$ cat src/rtl/k_and_s_pkg.sv
// Shared instruction-decode type for the K-and-S processor.
// The 5-bit code space leaves room for codes the control unit treats as no-ops.
package k_and_s_pkg;

    typedef enum logic [4:0] {
        I_NOP    = 5'd0,
        I_LOAD   = 5'd1,
        I_STORE  = 5'd2,
        I_MOVE   = 5'd3,
        I_ADD    = 5'd4,
        I_SUB    = 5'd5,
        I_AND    = 5'd6,
        I_OR     = 5'd7,
        I_BRANCH = 5'd8,
        I_BZERO  = 5'd9,
        I_BNZERO = 5'd10,
        I_BNEG   = 5'd11,
        I_BNNEG  = 5'd12,
        I_BOV    = 5'd13,
        I_BNOV   = 5'd14,
        I_HALT   = 5'd15
    } decoded_instruction_type;

endpackage

$ cat src/rtl/control_unit_if.sv
// Bundle between the control unit and the data path.
// The master side is the control unit; the slave side is the data path.
interface control_unit_if #(
    parameter int COUNT_W = 16
);
    import k_and_s_pkg::*;

    decoded_instruction_type decoded_instruction;
    logic                    zero_op;
    logic                    neg_op;
    logic                    unsigned_overflow;
    logic                    signed_overflow;

    logic                    branch;
    logic                    pc_enable;
    logic                    ir_enable;
    logic                    addr_sel;
    logic                    c_sel;
    logic [1:0]              operation;
    logic                    write_reg_enable;
    logic                    flags_reg_enable;
    logic                    ram_write_enable;
    logic                    halt;
    logic [COUNT_W-1:0]      instr_count;

    modport master (
        input  decoded_instruction, zero_op, neg_op, unsigned_overflow, signed_overflow,
        output branch, pc_enable, ir_enable, addr_sel, c_sel, operation,
               write_reg_enable, flags_reg_enable, ram_write_enable, halt, instr_count
    );

    modport slave (
        output decoded_instruction, zero_op, neg_op, unsigned_overflow, signed_overflow,
        input  branch, pc_enable, ir_enable, addr_sel, c_sel, operation,
               write_reg_enable, flags_reg_enable, ram_write_enable, halt, instr_count
    );

endinterface

$ cat src/rtl/control_unit.sv
// Multi-cycle control unit: FETCH -> DECODE -> EXEC per instruction, HALTED on I_HALT.
// Strobes are combinational from state, decode and flags; reset masks every strobe.
module control_unit
    import k_and_s_pkg::*;
#(
    parameter int COUNT_W = 16
) (
    input  logic          clk,
    input  logic          rst,
    control_unit_if.master cu
);

    typedef enum logic [1:0] {
        FETCH,
        DECODE,
        EXEC,
        HALTED
    } state_t;

    state_t             state_q, state_d;
    logic [COUNT_W-1:0] count_q, count_d;

    // The signed overflow flag feeds no branch condition.
    logic unusedSignedOverflow;
    assign unusedSignedOverflow = cu.signed_overflow;

    assign cu.instr_count = count_q;

    // State and retired-instruction counter; reset aborts whatever was in flight.
    always_ff @(posedge clk or posedge rst) begin
        if (rst) begin
            state_q <= FETCH;
            count_q <= '0;
        end else begin
            state_q <= state_d;
            count_q <= count_d;
        end
    end

    // Next state, counter update and all strobes; anything not driven below stays 0.
    always_comb begin
        state_d             = state_q;
        count_d             = count_q;
        cu.branch           = 1'b0;
        cu.pc_enable        = 1'b0;
        cu.ir_enable        = 1'b0;
        cu.addr_sel         = 1'b0;
        cu.c_sel            = 1'b0;
        cu.operation        = 2'b00;
        cu.write_reg_enable = 1'b0;
        cu.flags_reg_enable = 1'b0;
        cu.ram_write_enable = 1'b0;
        cu.halt             = 1'b0;

        unique case (state_q)
            FETCH: begin
                cu.ir_enable = 1'b1;
                cu.pc_enable = 1'b1;
                state_d      = DECODE;
            end
            DECODE: begin
                if (cu.decoded_instruction == I_HALT) begin
                    state_d = HALTED;
                    count_d = count_q + 1'b1;
                end else begin
                    state_d = EXEC;
                end
            end
            EXEC: begin
                state_d = FETCH;
                count_d = count_q + 1'b1;
                case (cu.decoded_instruction)
                    I_LOAD: begin
                        cu.addr_sel         = 1'b1;
                        cu.write_reg_enable = 1'b1;
                    end
                    I_STORE: begin
                        cu.addr_sel         = 1'b1;
                        cu.ram_write_enable = 1'b1;
                    end
                    I_MOVE: begin
                        cu.c_sel            = 1'b1;
                        cu.write_reg_enable = 1'b1;
                    end
                    I_ADD, I_SUB, I_AND, I_OR: begin
                        cu.c_sel            = 1'b1;
                        cu.write_reg_enable = 1'b1;
                        cu.flags_reg_enable = 1'b1;
                        case (cu.decoded_instruction)
                            I_ADD:   cu.operation = 2'b01;
                            I_SUB:   cu.operation = 2'b10;
                            I_AND:   cu.operation = 2'b11;
                            default: cu.operation = 2'b00;
                        endcase
                    end
                    I_BRANCH: begin
                        cu.pc_enable = 1'b1;
                        cu.branch    = 1'b1;
                    end
                    I_BZERO:  {cu.pc_enable, cu.branch} = {2{cu.zero_op}};
                    I_BNZERO: {cu.pc_enable, cu.branch} = {2{~cu.zero_op}};
                    I_BNEG:   {cu.pc_enable, cu.branch} = {2{cu.neg_op}};
                    I_BNNEG:  {cu.pc_enable, cu.branch} = {2{~cu.neg_op}};
                    I_BOV:    {cu.pc_enable, cu.branch} = {2{cu.unsigned_overflow}};
                    I_BNOV:   {cu.pc_enable, cu.branch} = {2{~cu.unsigned_overflow}};
                    default: ;
                endcase
            end
            HALTED: begin
                cu.halt = 1'b1;
            end
            default: state_d = FETCH;
        endcase

        if (rst) begin
            cu.branch           = 1'b0;
            cu.pc_enable        = 1'b0;
            cu.ir_enable        = 1'b0;
            cu.addr_sel         = 1'b0;
            cu.c_sel            = 1'b0;
            cu.operation        = 2'b00;
            cu.write_reg_enable = 1'b0;
            cu.flags_reg_enable = 1'b0;
            cu.ram_write_enable = 1'b0;
            cu.halt             = 1'b0;
        end
    end

endmodule

$ cat src/flat_wrapper.sv
// flat-port wrapper written by rule: the top's interface ports become plain ports
module control_unit_flat import k_and_s_pkg::*;
#(
    parameter int COUNT_W = 16
)
  (clk, rst, cu_decoded_instruction, cu_zero_op, cu_neg_op, cu_unsigned_overflow, cu_signed_overflow, cu_branch, cu_pc_enable, cu_ir_enable, cu_addr_sel, cu_c_sel, cu_operation, cu_write_reg_enable, cu_flags_reg_enable, cu_ram_write_enable, cu_halt, cu_instr_count);
  control_unit_if #(.COUNT_W(COUNT_W)) cu_i ();
  input  logic clk;
  input  logic rst;
  input wire logic [$bits(cu_i.decoded_instruction)-1:0] cu_decoded_instruction;
  input wire logic [$bits(cu_i.zero_op)-1:0] cu_zero_op;
  input wire logic [$bits(cu_i.neg_op)-1:0] cu_neg_op;
  input wire logic [$bits(cu_i.unsigned_overflow)-1:0] cu_unsigned_overflow;
  input wire logic [$bits(cu_i.signed_overflow)-1:0] cu_signed_overflow;
  output wire logic [$bits(cu_i.branch)-1:0] cu_branch;
  output wire logic [$bits(cu_i.pc_enable)-1:0] cu_pc_enable;
  output wire logic [$bits(cu_i.ir_enable)-1:0] cu_ir_enable;
  output wire logic [$bits(cu_i.addr_sel)-1:0] cu_addr_sel;
  output wire logic [$bits(cu_i.c_sel)-1:0] cu_c_sel;
  output wire logic [$bits(cu_i.operation)-1:0] cu_operation;
  output wire logic [$bits(cu_i.write_reg_enable)-1:0] cu_write_reg_enable;
  output wire logic [$bits(cu_i.flags_reg_enable)-1:0] cu_flags_reg_enable;
  output wire logic [$bits(cu_i.ram_write_enable)-1:0] cu_ram_write_enable;
  output wire logic [$bits(cu_i.halt)-1:0] cu_halt;
  output wire logic [$bits(cu_i.instr_count)-1:0] cu_instr_count;
  assign cu_i.decoded_instruction = cu_decoded_instruction;
  assign cu_i.zero_op = cu_zero_op;
  assign cu_i.neg_op = cu_neg_op;
  assign cu_i.unsigned_overflow = cu_unsigned_overflow;
  assign cu_i.signed_overflow = cu_signed_overflow;
  assign cu_branch = cu_i.branch;
  assign cu_pc_enable = cu_i.pc_enable;
  assign cu_ir_enable = cu_i.ir_enable;
  assign cu_addr_sel = cu_i.addr_sel;
  assign cu_c_sel = cu_i.c_sel;
  assign cu_operation = cu_i.operation;
  assign cu_write_reg_enable = cu_i.write_reg_enable;
  assign cu_flags_reg_enable = cu_i.flags_reg_enable;
  assign cu_ram_write_enable = cu_i.ram_write_enable;
  assign cu_halt = cu_i.halt;
  assign cu_instr_count = cu_i.instr_count;
  control_unit #(.COUNT_W(COUNT_W)) u_core (.clk(clk), .rst(rst), .cu(cu_i));
endmodule
$ cat config.mk
export PLATFORM = sky130hd
export DESIGN_NAME = control_unit_flat
export DESIGN_NICKNAME = d
export VERILOG_FILES = /design/src/rtl/k_and_s_pkg.sv /design/src/rtl/control_unit_if.sv /design/src/rtl/control_unit.sv /design/src/flat_wrapper.sv
export SDC_FILE = /design/constraint.sdc
export NUM_CORES = 1
export LEC_CHECK = 0
export CAP_MARGIN = 20
export CORE_ASPECT_RATIO = 1.1
export CORE_MARGIN = 2
export CORE_UTILIZATION = 44
export DETAILED_ROUTE_END_ITERATION = 16
export GPL_TIMING_DRIVEN = 0
export PLACE_DENSITY = 0.79
export SLEW_MARGIN = 10
export SYNTH_ARGS = -nofsm -noshare
export SYNTH_HDL_FRONTEND = slang
export SYNTH_SLANG_ARGS = --single-unit
$ cat constraint.sdc
create_clock -name clk -period 2.1 [get_ports clk]
set_input_delay 0.42 -clock clk [delete_from_list [all_inputs] [get_ports clk]]
set_output_delay 0.42 -clock clk [all_outputs]
set_load 0.05 [all_outputs]
-- Yosys cells after proc, flatten, opt, wreduce, memory -nomap -nowiden
Cells that the tools add are included.
- register bits: 18
- bits of input ports: 11
- output and inout port bits: 27
- logic and storage cells: 65
- add/sub/neg operators: 1
- eq/ne operators: 19
- muxes and demuxes: 32
- bitwise operators: 3
- reduce and logical (&&, ||, !) cells: 8
- operator list (kind ; count):
    $eq A5 B4 Y1 const B ; 8
    $pmux W16 S2 ; 1
    $mux W1 ; 23
    $eq A5 B3 Y1 const B ; 4
    $add A16 B1 Y16 const B ; 1
    $mux W16 ; 1
    $pmux W2 S3 ; 2
    $eq A5 B2 Y1 const B ; 2
    $pmux W1 S7 ; 1
    $mux W2 ; 3
    $reduce_or A6 Y1 ; 1
    $eq A5 B1 Y1 const B ; 1
    $reduce_or A5 Y1 ; 1
    $eq A2 B2 Y1 const B ; 2
    $reduce_or A4 Y1 ; 1
    $not A1 Y1 ; 3
    $reduce_bool A3 Y1 ; 1
    $eq A2 B1 Y1 const B ; 1
    $logic_not A2 Y1 ; 1
    $ne A2 B1 Y1 const B ; 1
    $pmux W1 S2 ; 1
    $reduce_and A2 Y1 ; 1
    $reduce_bool A2 Y1 ; 1
    $reduce_or A2 Y1 ; 1

-- Depth between registers and ports, before layout
Gate-level depths: netlist (run 1).
- depth in word-level cells: 5
- gate-level depth with buffers: 6

-- Worst setup path before layout (run 1)
No wires, ideal clock.
- path kind: register -> output
- start: register u_core.state_q[0]
- end: output cu_addr_sel
- arrival: 2.112 ns
- required time: 1.680 ns
- setup slack: -0.432 ns
- cell stages (with the launch flop): 5
- buffers on the path: 0
- cells stage by stage: dfrtp_1 or2b_2 nor3_1 nand2b_1 nor3_1
- word-level cells in the longest chain between the ends: 3
- ends and longest elaborated chain (item ; line ; text):
    start: declaration ; control_unit.sv:20 ; state_t state_q, state_d;
    start signal: assignment ; control_unit.sv:35 ; state_q <= state_d;
    $eq A2 B2 Y1 ; control_unit.sv:55 ; unique case (state_q)
    $mux W1 ; control_unit.sv:55 ;
    $mux W1 ; control_unit.sv:115 ; if (rst) begin
    end: declaration ; flat_wrapper.sv:18 ; output wire logic [$bits(cu_i.addr_sel)-1:0] cu_addr_sel;
Every way passes these cells.

-- Final worst setup path (run 1)
- start: input cu_neg_op
- end: output cu_pc_enable
- word-level cells in the longest chain between the ends: 4
- ends and longest elaborated chain (item ; line ; text):
    start: declaration ; flat_wrapper.sv:12 ; input wire logic [$bits(cu_i.neg_op)-1:0] cu_neg_op;
    $not A1 Y1 ; control_unit.sv:103 ; I_BNNEG: {cu.pc_enable, cu.branch} = {2{~cu.neg_op}};
    $pmux W1 S7 (*) ; control_unit.sv:72 ; case (cu.decoded_instruction)
    $pmux W1 S2 (*) ; control_unit.sv:55 ;
    $mux W1 (*) ; control_unit.sv:115 ;
    end: declaration ; flat_wrapper.sv:16 ; output wire logic [$bits(cu_i.pc_enable)-1:0] cu_pc_enable;
Mark *: on every way between the ends. The rest lies on a longest branch, timed or not.

==> results.yml, run 1 <==
outcome:
  outcome: "finished with violations"
  violations: "setup timing"
timing:
  relSlewSlack_pct: 58.2
  postLayoutSetupSlackWorst_ns: -0.0290
  hold_viol: 0
  finalSetupTns_ns: -0.0290
  setup_viol: 1
  drv_slew: 0
  rsz0062_at_grt: "yes"
  min_period_over_period_pct: 101
  clock_skew_ns: 0.0158
  period_needed_ns: 2.13
  max_freq_ghz: 0.470
  worstMarginPinSlew_ns: 0.619
logic_synthesis:
  synth_top_area_share_pct: 42.6
  ys.flop_type: "dfrtp_1"
  synth_edf_count: 0
  synth_top_family_by_area: "simple AND/OR/NAND/NOR gates"
  synthMuxAreaShare_pct: 1.06
  syn_nets: 118
  synthDistinctLibCells: 33
  yosysWarnings: 0
  ys_ff_latch: 18
  syn_area_sq_um: 1060
  ys_top_cells_by_area: "dfrtp_1, xor2_1, xnor2_1"
  synth.avg_cell_area_sq_um: 9.99
  ys_seq_area_share_pct: 42.6
  synth_compound_area_share_pct: 7.09
  async_flop_share_pct: 100
  synth-adder-area-share_pct: 1.18
  synth_xor_xnor_area_share_pct: 13.2
  yosysTopAreaCell: "dfrtp_1"
  synth-simple-area-share_pct: 30.5
  syn_inst: 106
worst_setup_path:
  crit_family: "buffers and inverters"
  endpoint_kind: "output pin"
  crit_type: "in2out"
  worstPathCellList: "clkdlybuf4s50_1 > nor3b_2 > o21ai_1 > o2111a_2 > or2_4 > buf_8"
  startpoint_type: "input pin"
  required_ns: 1.68
  slowest_delay_ns: 0.48
  cp.arrival_ns: 1.71
  crit_buf_inv: 2
  critical-path-slowest-cell: "clkdlybuf4s50_1"
  path_max_fanout: 2
routing:
  antenna_left: 0
  post_drt_via_cell_ratio: 5.51
  drt_iter0_markers: 14
  drt_wl_total_um: 2460
  firstDrtPassIters: 4
  route.vias.total: 975
  drc: 0
  avgRoutedWirePerCell_um: 13.9
global_routing:
  first_global_vias: 999
  grt_pass1_wl_um: 4300
  grt_max_degree: 19
  overflow: 0
  antenna_found_initial: 0
  grt_usage_pct: 19.6
floorplanning:
  die_w_um: 50.8
  die_area_sq_um: 2810
  io_pins: 38
  coreArea_sq_um: 2270
  die_height_um: 55.4
  fp-row-count: 18
  start_util_pct: 46.5
clock_network:
  cts_root_buffer: "clkbuf_4"
  cts_tree: "yes"
  clk_path_buf_depth: 2
  h-tree-depth: 1
  holdBufCountCts: 0
  clk_latency_ns: 0.30
  cts_buffers: 3
  numClockSinks: 18
  clk_pin_slew_ns: 0.11
flow_run:
  max-cap-violations: 0
cells_and_area:
  final_common_cell: "dfrtp_1"
  final.fill_count: 182
  final_util_pct: 67.8
  layout-drive-gt1-share_pct: 27.2
  design_area_sq_um: 1540
  n_antenna_cell: 0
  mostFrequentLayoutCells: "dfrtp_1, clkdlybuf4s50_1, nand2_1, buf_4, xor2_1"
  fin_nets: 160
  area_delta_synth_final_pct: 45.6
  final_cells: 177
place:
  place_inst: 169
  port_buffers: 33
  placed_cell_area_sq_um: 1440
  hpwlAfterDp_um: 1730
  place.gp.congestion: 0.748
power_and_ir_drop:
  vdd_drop_max_mv: 0.670
  p_leak_nw: 0.612
  power_density_nw_per_um2: 995
hold_path:
  hold_class: "in2async"
[synthesized netlist by cell type (3+ instances only)]
| master | n |
|---|---|
| nand4_1 | 4 |
| and3_1 | 3 |
| nor2_1 | 5 |
| nand3_1 | 4 |
| dfrtp_1 | 18 |
| nand2_1 | 14 |
| xnor2_1 | 7 |
| nor3_1 | 10 |
| a21oi_1 | 3 |
| xor2_1 | 9 |
[what timing repair did]
action / in CTS / in global routing
resized for setup: 77 / 2
setup endpoints to repair: 11 / 9
setup buffers: 4 / 0
gates cloned: 0 / 0
pin swaps: 5 / 4
[worst reg2reg max path: stages, from the launching register on]
cell	delay, ns
dfrtp_1	0.39
buf_4	0.14
nand2b_1	0.18
o41ai_2	0.59
nand4_1	0.21
xnor2_1	0.17
[power breakdown]
group	total, mW	internal (mW)	switching [mW]
Clock	0.211	0.106	0.106
Sequential	0.503	0.417	0.0856
Combinational	0.819	0.307	0.512
[metrics by stage]
stage | setup WS (ns) | hold slack (ns) | power, mW
after floorplan | -0.0525 | 0.364 | 1.04
after global placement | -0.866 | 0.455 | 1.25
after detailed placement | -0.883 | 0.468 | 1.27
after CTS | -0.0835 | 0.425 | 1.54
after global routing | -0.0896 | 0.464 | 1.62
final | -0.0290 | 0.451 | 1.53
[final cells by class]
cell class / instances / area (sq um) / area share, %
inverter: 2 / 11.3 / 0.731
timing repair buffer: 37 / 348 / 22.6
sequential: 18 / 450 / 29.2
buffer: 5 / 38.8 / 2.52
multi-input combinational: 81 / 619 / 40.2
tap: 30 / 37.5 / 2.44
clock buffer: 4 / 36.3 / 2.35
[kinds of logic (layout without fill, tap and decap cells)]
| group | Yosys count | count (layout) |
|---|---|---|
| xor gates and xnor gates | 16 | 16 |
| muxes | 1 | 1 |
| AOI/OAI and AO/OA | 9 | 9 |
| and+or+nand+nor | 54 | 54 |
| DFF | 18 | 18 |
| adders and majority gates | 1 | 1 |
| buffers and inverters | 7 | 48 |
[flip-flops by register name (all words and copies together), names as in the netlist]
name	flops
u_core.cu.instr_count	16
u_core.state_q	2
[worst paths after layout]
check / cells after the start / endpoint / startpoint / slack, ns
max: 6 / cu_pc_enable / cu_neg_op / -0.03
min: 3 / u_core.cu.instr_count[9] / rst / 0.45
min in group clk: 1 / u_core.cu.instr_count[15] / u_core.cu.instr_count[15] / 0.48
min reg2reg: 1 / u_core.cu.instr_count[15] / u_core.cu.instr_count[15] / 0.48
max in group asynchronous: 3 / u_core.state_q[1] / rst / 1.44
max reg2reg: 5 / u_core.cu.instr_count[5] / u_core.state_q[1] / 0.31
[routing by layer]
layer	GRT usage [%]	wire [um]	up-vias
met5	0	0	-
met2	32.3	1250	29
li1	-	-	457
met3	2.97	114	4
met4	8.88	36	0
met1	25.0	1060	485
(Power assumes the default switching activity.)
==> run 2, diff against run 1 <==
--- a/config.mk
+++ b/config.mk
@@ -12,6 +12,7 @@
 export DETAILED_ROUTE_END_ITERATION = 16
 export GPL_TIMING_DRIVEN = 0
 export PLACE_DENSITY = 0.79
+export SETUP_SLACK_MARGIN = 0.3
 export SLEW_MARGIN = 10
 export SYNTH_ARGS = -nofsm -noshare
 export SYNTH_HDL_FRONTEND = slang
==> results.yml, run 2 (synthesis gave the netlist of run 1 again) <==
outcome:
  outcome: "finished clean"
floorplanning:
  start_util_pct: 46.5
  io_pins: 38
  coreArea_sq_um: 2270
  die_w_um: 50.8
  die_area_sq_um: 2810
  fp-row-count: 18
  die_height_um: 55.4
global_routing:
  grt.busiest_layer: "met2"
  grt_max_degree: 19
  grt_use_met2_pct: 36.3
  overflow: 0
  grt_usage_pct: 20.6
  use_met1_pct: 24.7
  antenna_found_initial: 0
  grtUsageMet3_pct: 3.78
  first_global_vias: 980
  grt_pass1_wl_um: 4430
worst_setup_path:
  startpoint_type: "input pin"
  rr_endpoint: "u_core.cu.instr_count[11]"
  endpoint_kind: "output pin"
  slowest_delay_ns: 0.28
  r2r_setup_slack_ns: 0.32
  cp.arrival_ns: 1.66
  critical-path-slowest-cell: "o2111a_2"
  crit_type: "in2out"
  path_max_fanout: 3
  worstPathCellList: "dlygate4sd2_1 > a311oi_2 > a21oi_1 > o2111a_2 > or2_4 > buf_8"
  required_ns: 1.68
  r2r_start: "u_core.state_q[1]"
  ff2ff_path_depth: 5
power_and_ir_drop:
  seqPwrFrac_pct: 30.7
  clkPwrFrac_pct: 13.3
  p_leak_nw: 0.732
  combPwrFrac_pct: 56.0
  power.internal_uw: 852
  power_density_nw_per_um2: 962
  p_total_mw: 1.64
  vdd_drop_max_mv: 0.757
  p_sw_uw: 789
  swShare_pct: 48.1
place:
  port_buffers: 33
  dp_slack_ns: -0.886
  hpwlAfterDp_um: 1830
  placed_cell_area_sq_um: 1520
  place.gp.congestion: 0.696
clock_network:
  cts_buffers: 3
  clk_pin_slew_ns: 0.11
  cts_tree: "yes"
  holdBufCountCts: 0
  clk_latency_ns: 0.31
  clk_path_buf_depth: 2
  h-tree-depth: 1
  numClockSinks: 18
  cts_root_buffer: "clkbuf_4"
cells_and_area:
  area_delta_synth_final_pct: 61.1
  final.fill_count: 169
  design_area_sq_um: 1710
  layout-drive-gt1-share_pct: 40.3
  multiInputGateArea_sq_um: 738
  largest_reg_flops: 16
  n_antenna_cell: 0
  final_common_cell: "dlygate4sd2_1"
  fin_nets: 162
  mostFrequentLayoutCells: "dlygate4sd2_1, dfrtp_1, nand2_1, xor2_1, nor3_4"
  seq_area_sq_um: 452
routing:
  drt_wl_total_um: 2780
  route.vias.total: 966
  drt_iter0_markers: 8
  drc: 0
  antenna_left: 0
  post_drt_via_cell_ratio: 5.40
  avgRoutedWirePerCell_um: 15.5
  firstDrtPassIters: 4
timing:
  max_freq_ghz: 0.481
  clock_skew_ns: 0.00956
  period_needed_ns: 2.08
  hold_viol: 0
  finalSetupTns_ns: 0
  relSlewSlack_pct: 58.5
  postLayoutSetupSlackWorst_ns: 0.0214
  rsz0062_at_grt: "yes"
  min_period_over_period_pct: 99.0
  drv_slew: 0
  whs_ns: 0.244
  setup_viol: 0
  worstMarginPinSlew_ns: 0.621
flow_run:
  max-cap-violations: 0
hold_path:
  hold_class: "in2async"
run 2: changes by cell type in the layout (fill, tap and decap cells not counted), sizes merged:
cell,before,now
clkbuf,6,10
clkdlybuf4s15,1,0
dlymetal6s2s,0,1
clkdlybuf4s50,17,0
buf,16,18
dlygate4sd2,6,19
run 2: timing repair:
item | 4_1_cts | 5_1_grt
buffers inserted | 4 | 1
gates resized for setup | 95 | 27
gates cloned | 0 | 1
setup endpoints to repair | 36 | 23
pin swaps | 6 | 17
endpoints found under the hold margin | 0 | 0
run 2: per-layer routing:
metal,vias up,part of all wire [%]
li1,463,-
met1,472,41
met2,26,54
met3,5,3.5
met4,0,1.5
met5,-,0
run 2: worst max path at each step:
stage,start,endpoint,slack (ns),cells past startpoint
after floorplan,cu_decoded_instruction[0],cu_pc_enable,0.13,5
after global placement,rst,cu_halt,-0.88,4
after detailed placement,rst,cu_halt,-0.89,4
after CTS,u_core.state_q[0],cu_pc_enable,-0.02,5
after global routing,u_core.state_q[0],cu_pc_enable,-0.04,5
final,cu_unsigned_overflow,cu_pc_enable,0.02,6
run 2: power by group through the flow:
| stage | Clock [mW] | Combinational (mW) | Sequential [mW] |
|---|---|---|---|
| after floorplan | 0 | 0.394 | 0.674 |
| after global placement | 0 | 0.764 | 0.517 |
| after CTS | 0.222 | 0.818 | 0.501 |
| after detailed placement | 0 | 0.774 | 0.520 |
| final | 0.218 | 0.919 | 0.504 |
| after global routing | 0.235 | 0.980 | 0.515 |
run 2: area by class of cell:
cell class                 count  share of cell area [%]
multi-input combinational     81                    43.3
sequential                    18                    26.5
timing repair buffer          39                    21.1
buffer                         5                    4.11
tap                           30                    2.20
clock buffer                   4                    2.13
inverter                       2                   0.660
run 2: stage by stage:
stage	std cells	utilization [%]
finish	179	75.0
global route	179	75.0
CTS	177	70.8
detailed placement	169	67.0
global placement	169	67.0
floorplan	106	-
run 2: worst max-delay path, delay by kind of cell:
family / cells / cell delay, ns
AO/OA/AOI/OAI: 3 / 0.60
AND/OR/NAND/NOR: 1 / 0.23
buffers and inverters: 2 / 0.41
